$ cat src/rtl/instr_sequencer.sv
// instr_sequencer: programmable instruction stream source for mydatapath.
//
// A DEPTH x 25 program memory is loaded through prog_we/prog_addr/prog_wdata while the
// sequencer is not busy. Word format: {halt[24], function_code[23:16], data[15:0]}.
// On start (in IDLE, without stop) words are issued from address 0, each held for HOLD
// cycles, back to back, until a halt-marked word or the last address has been issued.
//
// Ports:
//   clk, reset            clock, synchronous active-high reset
//   prog_we/addr/wdata    program-memory write port (ignored while busy)
//   start, stop           begin execution at address 0 / abort execution
//   data, function_code   registered instruction fields to the datapath
//   pc                    address of the word currently presented
//   step_strobe           high in the first cycle of each new word
//   busy                  high while running
//   done                  one-cycle pulse on normal completion
//
// Optional feature: define SEQ_SINGLE_STEP_EN to add step_mode/step inputs. With
// step_mode=1 the sequencer parks on the current word once its hold time has elapsed and
// moves on only in a cycle where step=1.
module instr_sequencer #(
  parameter int unsigned DEPTH = 16,
  parameter int unsigned AW    = 4,
  parameter int unsigned HOLD  = 3
) (
  input  logic          clk,
  input  logic          reset,
  input  logic          prog_we,
  input  logic [AW-1:0] prog_addr,
  input  logic [24:0]   prog_wdata,
  input  logic          start,
  input  logic          stop,
`ifdef SEQ_SINGLE_STEP_EN
  input  logic          step_mode,
  input  logic          step,
`endif
  output logic [15:0]   data,
  output logic [7:0]    function_code,
  output logic [AW-1:0] pc,
  output logic          step_strobe,
  output logic          busy,
  output logic          done
);

  localparam int unsigned CW = (HOLD > 1) ? $clog2(HOLD) : 1;

  typedef enum logic [1:0] {StIdle, StRun, StDone} state_e;

  state_e        state_q, state_d;
  logic [CW-1:0] cnt_q, cnt_d;
  logic [AW-1:0] pc_q, pc_d, pc_nxt;
  logic [15:0]   data_q, data_d;
  logic [7:0]    fc_q, fc_d;
  logic          strobe_q, strobe_d;
  logic          busy_q, busy_d;
  logic          done_q, done_d;
  logic [24:0]   mem_q [DEPTH];

  logic hold_done, last_word, hold_here;

  // Program memory has no reset: contents survive reset and repeated runs.
  always_ff @(posedge clk) begin
    if (prog_we && !busy_q) begin
      mem_q[prog_addr] <= prog_wdata;
    end
  end

  assign pc_nxt    = pc_q + AW'(1);
  assign hold_done = (cnt_q == CW'(HOLD - 1));
  // pc never wraps: the last address ends the program even without a halt bit.
  assign last_word = mem_q[pc_q][24] || (pc_q == AW'(DEPTH - 1));

`ifdef SEQ_SINGLE_STEP_EN
  assign hold_here = step_mode && !step;
`else
  assign hold_here = 1'b0;
`endif

  always_comb begin
    state_d  = state_q;
    cnt_d    = cnt_q;
    pc_d     = pc_q;
    data_d   = data_q;
    fc_d     = fc_q;
    strobe_d = 1'b0;
    busy_d   = busy_q;
    done_d   = 1'b0;

    unique case (state_q)
      StIdle: begin
        data_d = '0;
        fc_d   = '0;
        busy_d = 1'b0;
        if (start && !stop) begin
          state_d  = StRun;
          pc_d     = '0;
          cnt_d    = '0;
          data_d   = mem_q[0][15:0];
          fc_d     = mem_q[0][23:16];
          strobe_d = 1'b1;
          busy_d   = 1'b1;
        end
      end

      StRun: begin
        if (stop) begin
          state_d = StIdle;
          pc_d    = '0;
          cnt_d   = '0;
          data_d  = '0;
          fc_d    = '0;
          busy_d  = 1'b0;
        end else if (!hold_done) begin
          cnt_d = cnt_q + CW'(1);
        end else if (hold_here) begin
          // Parked on the current word: outputs, pc and counter all hold.
          cnt_d = cnt_q;
        end else if (last_word) begin
          state_d = StDone;
          cnt_d   = '0;
          data_d  = '0;
          fc_d    = '0;
          busy_d  = 1'b0;
          done_d  = 1'b1;
        end else begin
          pc_d     = pc_nxt;
          cnt_d    = '0;
          data_d   = mem_q[pc_nxt][15:0];
          fc_d     = mem_q[pc_nxt][23:16];
          strobe_d = 1'b1;
        end
      end

      StDone: begin
        state_d = StIdle;
        data_d  = '0;
        fc_d    = '0;
        busy_d  = 1'b0;
        if (stop) begin
          pc_d = '0;
        end
      end

      default: begin
        state_d = StIdle;
        data_d  = '0;
        fc_d    = '0;
        busy_d  = 1'b0;
      end
    endcase
  end

  always_ff @(posedge clk) begin
    if (reset) begin
      state_q  <= StIdle;
      cnt_q    <= '0;
      pc_q     <= '0;
      data_q   <= '0;
      fc_q     <= '0;
      strobe_q <= 1'b0;
      busy_q   <= 1'b0;
      done_q   <= 1'b0;
    end else begin
      state_q  <= state_d;
      cnt_q    <= cnt_d;
      pc_q     <= pc_d;
      data_q   <= data_d;
      fc_q     <= fc_d;
      strobe_q <= strobe_d;
      busy_q   <= busy_d;
      done_q   <= done_d;
    end
  end

  assign data          = data_q;
  assign function_code = fc_q;
  assign pc            = pc_q;
  assign step_strobe   = strobe_q;
  assign busy          = busy_q;
  assign done          = done_q;

endmodule

$ cat config.mk
export PLATFORM = sky130hd
export DESIGN_NAME = instr_sequencer
export DESIGN_NICKNAME = d
export VERILOG_FILES = /design/src/rtl/instr_sequencer.sv
export SDC_FILE = /design/constraint.sdc
export NUM_CORES = 1
export LEC_CHECK = 0
export ABC_AREA = 1
export BUFFER_PORTS_ARGS = -buffer_cell sky130_fd_sc_hd__buf_2
export CORE_AREA = 2 2 192 194
export CTS_BUF_LIST = sky130_fd_sc_hd__clkbuf_4 sky130_fd_sc_hd__clkbuf_8
export CTS_CLUSTER_DIAMETER = 40
export DETAILED_ROUTE_END_ITERATION = 8
export DIE_AREA = 0 0 194 196
export PLACE_DENSITY = 0.71
export SYNTH_ARGS = -nofsm -noshare
export SYNTH_HDL_FRONTEND = slang
export SYNTH_SLANG_ARGS = --single-unit
$ cat constraint.sdc
create_clock -name clk -period 4.7 [get_ports clk]
set_input_delay 0.705 -clock clk [delete_from_list [all_inputs] [get_ports clk]]
set_output_delay 0.705 -clock clk [all_outputs]
set_load 0.01 [all_outputs]
* Yosys cells after proc, flatten, opt, wreduce, memory -nomap -nowiden
Memories as Yosys holds them, arrays and structs flattened. A register that Yosys moved wholly into a read port is not among the register bits.
Index checks and enable logic that the tools add are counted.
** Operators by class
- Multipliers :: 0
- Add/sub/neg operators :: 2
- Reduce and logical (&&, ||, !) cells :: 13
- Divide/modulo/power cells :: 0
- Eq/ne operators :: 9
- Bitwise logic cells :: 2
- Multiplexer cells :: 39
- Shift operators :: 0
- Order comparisons :: 0
** Operator list (number)
- $mux 16 :: 4
- $mux 8 :: 4
- $pmux 16 s2 :: 1
- $mux 4 :: 7
- $pmux 8 s2 :: 1
- $mux 2 :: 7
- $pmux 4 s3 :: 1
- $mux 1 :: 10
- $ne 3x3->1 const B :: 3
- $pmux 2 s2 :: 2
- $reduce_and 5->1 :: 1
- $add 4x1->4 const B :: 1
- $eq 2x2->1 const B :: 2
- $eq 4x4->1 const B :: 1
- $ne 2x2->1 const B :: 2
- $pmux 1 s2 :: 2
- $reduce_and 2->1 :: 2
- $reduce_or 4->1 :: 1
- $reduce_and 3->1 :: 1
- $reduce_bool 3->1 :: 1
- $add 2x1->2 const B :: 1
- $eq 2x1->1 const B :: 1
- $logic_and 1x1->1 :: 2
- $logic_not 1->1 :: 2
- other kinds (4) :: 5
** Word-level totals
- Input port bits :: 34
- Memories kept :: 1
- Memory bits (writable) :: 400
- Output and inout bits :: 31
- Latch bits :: 0
- Bits in registers :: 35
- Memory bits (read-only) :: 0
** Memories
- mem_q :: depth 16, bits a word 25, read ports 3, clocked after memory_dff 1, wr ports 1, line 57 : logic [24:0] mem_q [DEPTH];

* Longest topological paths before layout
- Depth after elaboration :: 8
- Mapped depth :: 14
- Mapped depth without buffers :: 12

* Worst setup path before layout
OpenSTA, ideal clock, no wires.
- Kind :: input to register
- Start point :: input prog_we
- End point :: memory mem_q[10][0], enable pin
- Buffers on the path :: 0
- Arrival :: 2.736 ns
- Data required time :: 4.262 ns
- Setup time :: 0.438 ns
- Stages :: 4
- Path slack :: 1.525 ns
- Cells stage by stage :: inv_1 > nor2_1 > inv_1 > nor3_1
** On the way
- Cells in the longest elaborated chain, start to end :: 3
** Ends and longest elaborated chain
- from (decl) :: line 28 : input logic prog_we,
- $logic_and 1x1->1 :: line 63 : if (prog_we && !busy_q) begin
- $mux 1 :: line 63
- $mux 1 (not written as such) :: line 64 : mem_q[prog_addr] <= prog_wdata;
- to (decl) :: line 57
No other way between the ends.

* Final worst setup path
- Start point :: register pc_q[0] (netlist: pc[0])
- End point :: register fc_q[2] (netlist: function_code[2])
** On the way
- Cells in the longest elaborated chain, start to end :: 6
- Elaborated cells between the ends (all ways) :: 8
- Classes of those cells :: add/sub (1); eq/ne (1); mux (4); reduce/logical (1); memory (1)
** Ends and longest elaborated chain
- from (decl) :: line 51 : logic [AW-1:0] pc_q, pc_d, pc_nxt;
- from (signal assigned) :: line 166 : pc_q <= pc_d;
- $add 4x1->4 or $eq 4x4->1 (tied branches) :: line 68, 71
- $mem_v2 16x25 or $logic_or 1x1->1 (tied branches)
- $mux 8 * :: line 118 : end else if (last_word) begin
- $mux 8 * :: line 113 : end else if (!hold_done) begin
- $mux 8 * :: line 106 : if (stop) begin
- $pmux 8 s2 * :: line 89 : unique case (state_q)
- to (signal assigned) :: line 159 : fc_q <= '0;
- to (signal assigned) :: line 168 : fc_q <= fc_d;
- to (decl) :: line 53 : logic [7:0] fc_q, fc_d;
Mark *: on every way between the ends. The rest lies on a longest branch, timed or not. The select of a mux whose other input is x is not followed.
A chain may end at the register's enable or synchronous reset.

==> results by group <==
CTS
  – Hold_buf cts: 0
  – CTS tree: built
  – Resized cells post-CTS: 0
  – CTS Root Buffer Type: clkbuf_8
  – CTS clk-pin slew, worst paths: 60 ps
  – Clock Path Buffers: 3
  – TritonCTS Buffers: between 70 and 80
  – H-tree levels: 3
  – CTS sink cnt: between 400 and 500
  – Post-CTS setup buffer count: 0
  – Clk Latency, worst-skew pair: between 600 and 700 ps

STA
  – Slew Limit Fails: 0
  – Worst-margin pin slew: ~1200 ps
  – Hold Violations, Final: 0
  – Fmax achieved: 332 MHz
  – Final critical-path required period: 3010 ps
  – Slew HR: 22.1%
  – Final period util: between 60% and 70%
  – RSZ-0062 raised after global routing: false
  – Setup TNS: 0 ps
  – Clock Skew: slightly above 30 ps
  – Final setup fails: 0
  – Final WS setup: 1690 ps

Critical path
  – CP dominant cell by count: nand3_1
  – Buf+Inv Stages, Crit Path: 2
  – CP endpoint kind: register
  – CP Cell Sequence: ha_4 -> clkinv_2 -> buf_4 -> nand3_1 -> nand3_1 -> nand3_1 -> and2_1 -> nand3_1 -> nand2_1 -> nand2_1 -> a21oi_1
  – CP peak stage delay: 600 ps
  – CP max stage cell: ha_4
  – Worst-path fanout max: 30
  – Type of origin of the critical path: register
  – Cell family with most CP delay: simple AND/OR/NAND/NOR gates
  – CP Class: reg2reg
  – CP Data Arrival Time: 3550 ps
  – Required time of the critical path: roughly 5200 ps

Floorplanning
  – Die height: 196 µm
  – Core area: approximately 36,000 µm²
  – Initial Utilization: between 40% and 50%
  – DIE WIDTH: roughly 190 µm
  – Row Count: 70
  – Die footprint: 38,000 µm²
  – Ports: between 60 and 70

Synth
  – Yosys top cell area share: just under 70%
  – Multiplexer share of the synthesized area: 0%
  – Yosys cell types: 26
  – Xor/xnor cell area share of the yosys netlist: less than 1%
  – Async S/R FF share, synth: 0%
  – Mapped cell area: ~18,000 µm²
  – EDFF count, synth: 400
  – Top cells by area, synth: edfxtp_1, nand2_1, nand3_1, dfxtp_1, buf_2
  – Mean Syn Cell Area: between 10 and 15 µm²
  – Largest area contributor in the netlist: edfxtp_1
  – Post-Synth Simple-Gate Area: a little under a quarter
  – Largest family of logic cells by synthesized area: simple AND/OR/NAND/NOR gates
  – Synthesized flop and latch total: about 440
  – Synth Area in Adders: less than 1%
  – Compound-cell area share of the yosys netlist: 1.10%
  – Synth warnings: 0
  – Synth Instances: ~1,600
  – Post-synth top flop: edfxtp_1
  – Post-synthesis sequential area ratio: between 70% and 80%
  – Syn_nets: ~1,600

Run status
  – Outcome: complete, no violations

Routing
  – Vias: roughly 12,000
  – WL final: approximately 45 mm
  – Initial DRT Pass Iterations: 5
  – Drt initial violations: approximately 1,500
  – Antenna viol nets, final: 0
  – WL/cell: 20.7 µm
  – Drt via density: roughly 5.6
  – DRC: 0

Placed design
  – DP Worst Slack: between 1500 and 2000 ps
  – Routability Congestion: a little over 0.8
  – Hpwl dp: approximately 25 mm
  – Cells after DPL: about 2,000
  – Port Buffers: 64

Global route
  – Global-route wire length before repair: between 60 and 70 mm
  – Initial antenna violation count: 0
  – Vias in the first global route: ~12,000
  – Largest net degree at the start of global routing: 129
  – Total GRT Usage: 23.7%
  – Global route overflow: 0

Finish
  – Layout cells sized above 1: between 10% and 20%
  – Layout Area Growth over Synthesis: 13.2%
  – Final nets: between 1,500 and 2,000
  – Ant. Diodes: 0
  – Post-Layout Cell Count: approximately 2,200

Pwr
  – Sw frac: between 20% and 30%
  – Clock share of power: roughly two fifths
  – Max VDD drop: between 0.2 and 0.3 mV
  – Pwr Density: around 390 nW/µm²
  – Comb power frac: 2.5%
  – Internal power: between 6000 and 7000 µW
  – Net load switching power: 1670 µW
  – P_leak: 0.00732 µW
  – Reg power frac: 55.7%
  – Overall Power: 7760 µW

Flow run
  – Max-Cap Viols: 0

Hold path
  – Hold crit path type: in2reg
-- routing by layer --
layer  global-route usage (%)  vias up  share of wire (%)
met1                     34.1     5923                 43
met4                     9.48        0                2.8
li1                         -     5644                  -
met3                     3.92       85                8.8
met5                        0        -                  0
met2                     36.3      589                 46
-- flip-flops by register name, indices dropped and copies added (netlist names), named ones only --
signal,cells
mem_q,400
state_q,2
function_code,8
busy,1
cnt_q,2
data,16
pc,4
step_strobe,1
done,1
-- cell usage in the layout, fill, tap and decap left out, drive strengths merged, types with 2 or more instances in the layout --
| cell type | count |
|---|---|
| a21oi | 33 |
| and2 | 24 |
| buf | 101 |
| clkbuf | 98 |
| clkinv | 24 |
| clkinvlp | 3 |
| dfxtp | 39 |
| edfxtp | 400 |
| inv | 36 |
| nand2 | 521 |
| nand3 | 376 |
| nor2 | 27 |
| nor3 | 9 |
| o21ai | 3 |
| xnor2 | 2 |
| xor2 | 2 |
-- power by group through the flow --
stage | clock, µW | sequential [µW] | combinational [µW]
after global placement | 0 | 4400 | 186
after CTS | 3290 | 4320 | 192
final | 3250 | 4320 | 193
after detailed placement | 0 | 4410 | 192
after floorplan | 0 | 4410 | 70.4
after global routing | 3460 | 4330 | 210
-- worst register-to-register path, stage by stage (launching register included) --
cell	delay, ps
dfxtp_4	450
ha_4	600
clkinv_2	480
buf_4	390
nand3_1	130
nand3_1	140
nand3_1	170
and2_1	130
nand3_1	70
nand2_1	180
nand2_1	80
a21oi_1	130
-- stage by stage --
step | hold slack, ps | instance area (µm²) | utilization, %
4_1_cts | 430 | 20100 | 55.6
3_3_place_gp | 455 | 18700 | 51.8
2_1_floorplan | 453 | 17700 | -
6_report | 449 | 20100 | 55.6
3_5_place_dp | 456 | 18700 | 51.8
5_1_grt | 472 | 20100 | 55.6
-- Yosys cell counts (4+ instances only) --
master    count
a21oi_1      33
and2_1       24
buf_1        11
buf_2        46
clkbuf_1     35
dfxtp_1      39
edfxtp_1    400
inv_1        29
inv_2         4
nand2_1     521
nand3_1     376
nor2_1       25
nor3_1        9
-- final cells by class --
cell class                 instances  area [µm²]
tap                              468         586
multi-input combinational       1001        4530
sequential                       439       12800
timing repair buffer             101         636
fill                            2988       16000
clock inverter                    30         189
inverter                          34         134
clock buffer                      98        1210
-- final timing paths --
path	cells after the start	endpoint	startpoint	slack, ps
max reg2reg	11	function_code[2]$_SDFFE_PP0P_	pc[0]$_SDFFE_PP0P_	1690
min	4	busy$_SDFFE_PP0P_	stop	450
min reg2reg	2	data[8]$_SDFFE_PP0P_	data[8]$_SDFFE_PP0P_	460
max	11	function_code[2]$_SDFFE_PP0P_	pc[0]$_SDFFE_PP0P_	1690
-- cell families (layout without fill, tap and decap cells) --
group                    after synthesis  count (layout)
adder cells (fa/ha/maj)                1               1
AND/OR/NAND/NOR                      958             958
flip-flops                           439             439
XOR/XNOR                               4               4
AO/OA/AOI/OAI                         38              38
buffers and inverters                128             263
No activity file was read; power rests on OpenSTA's default activity.
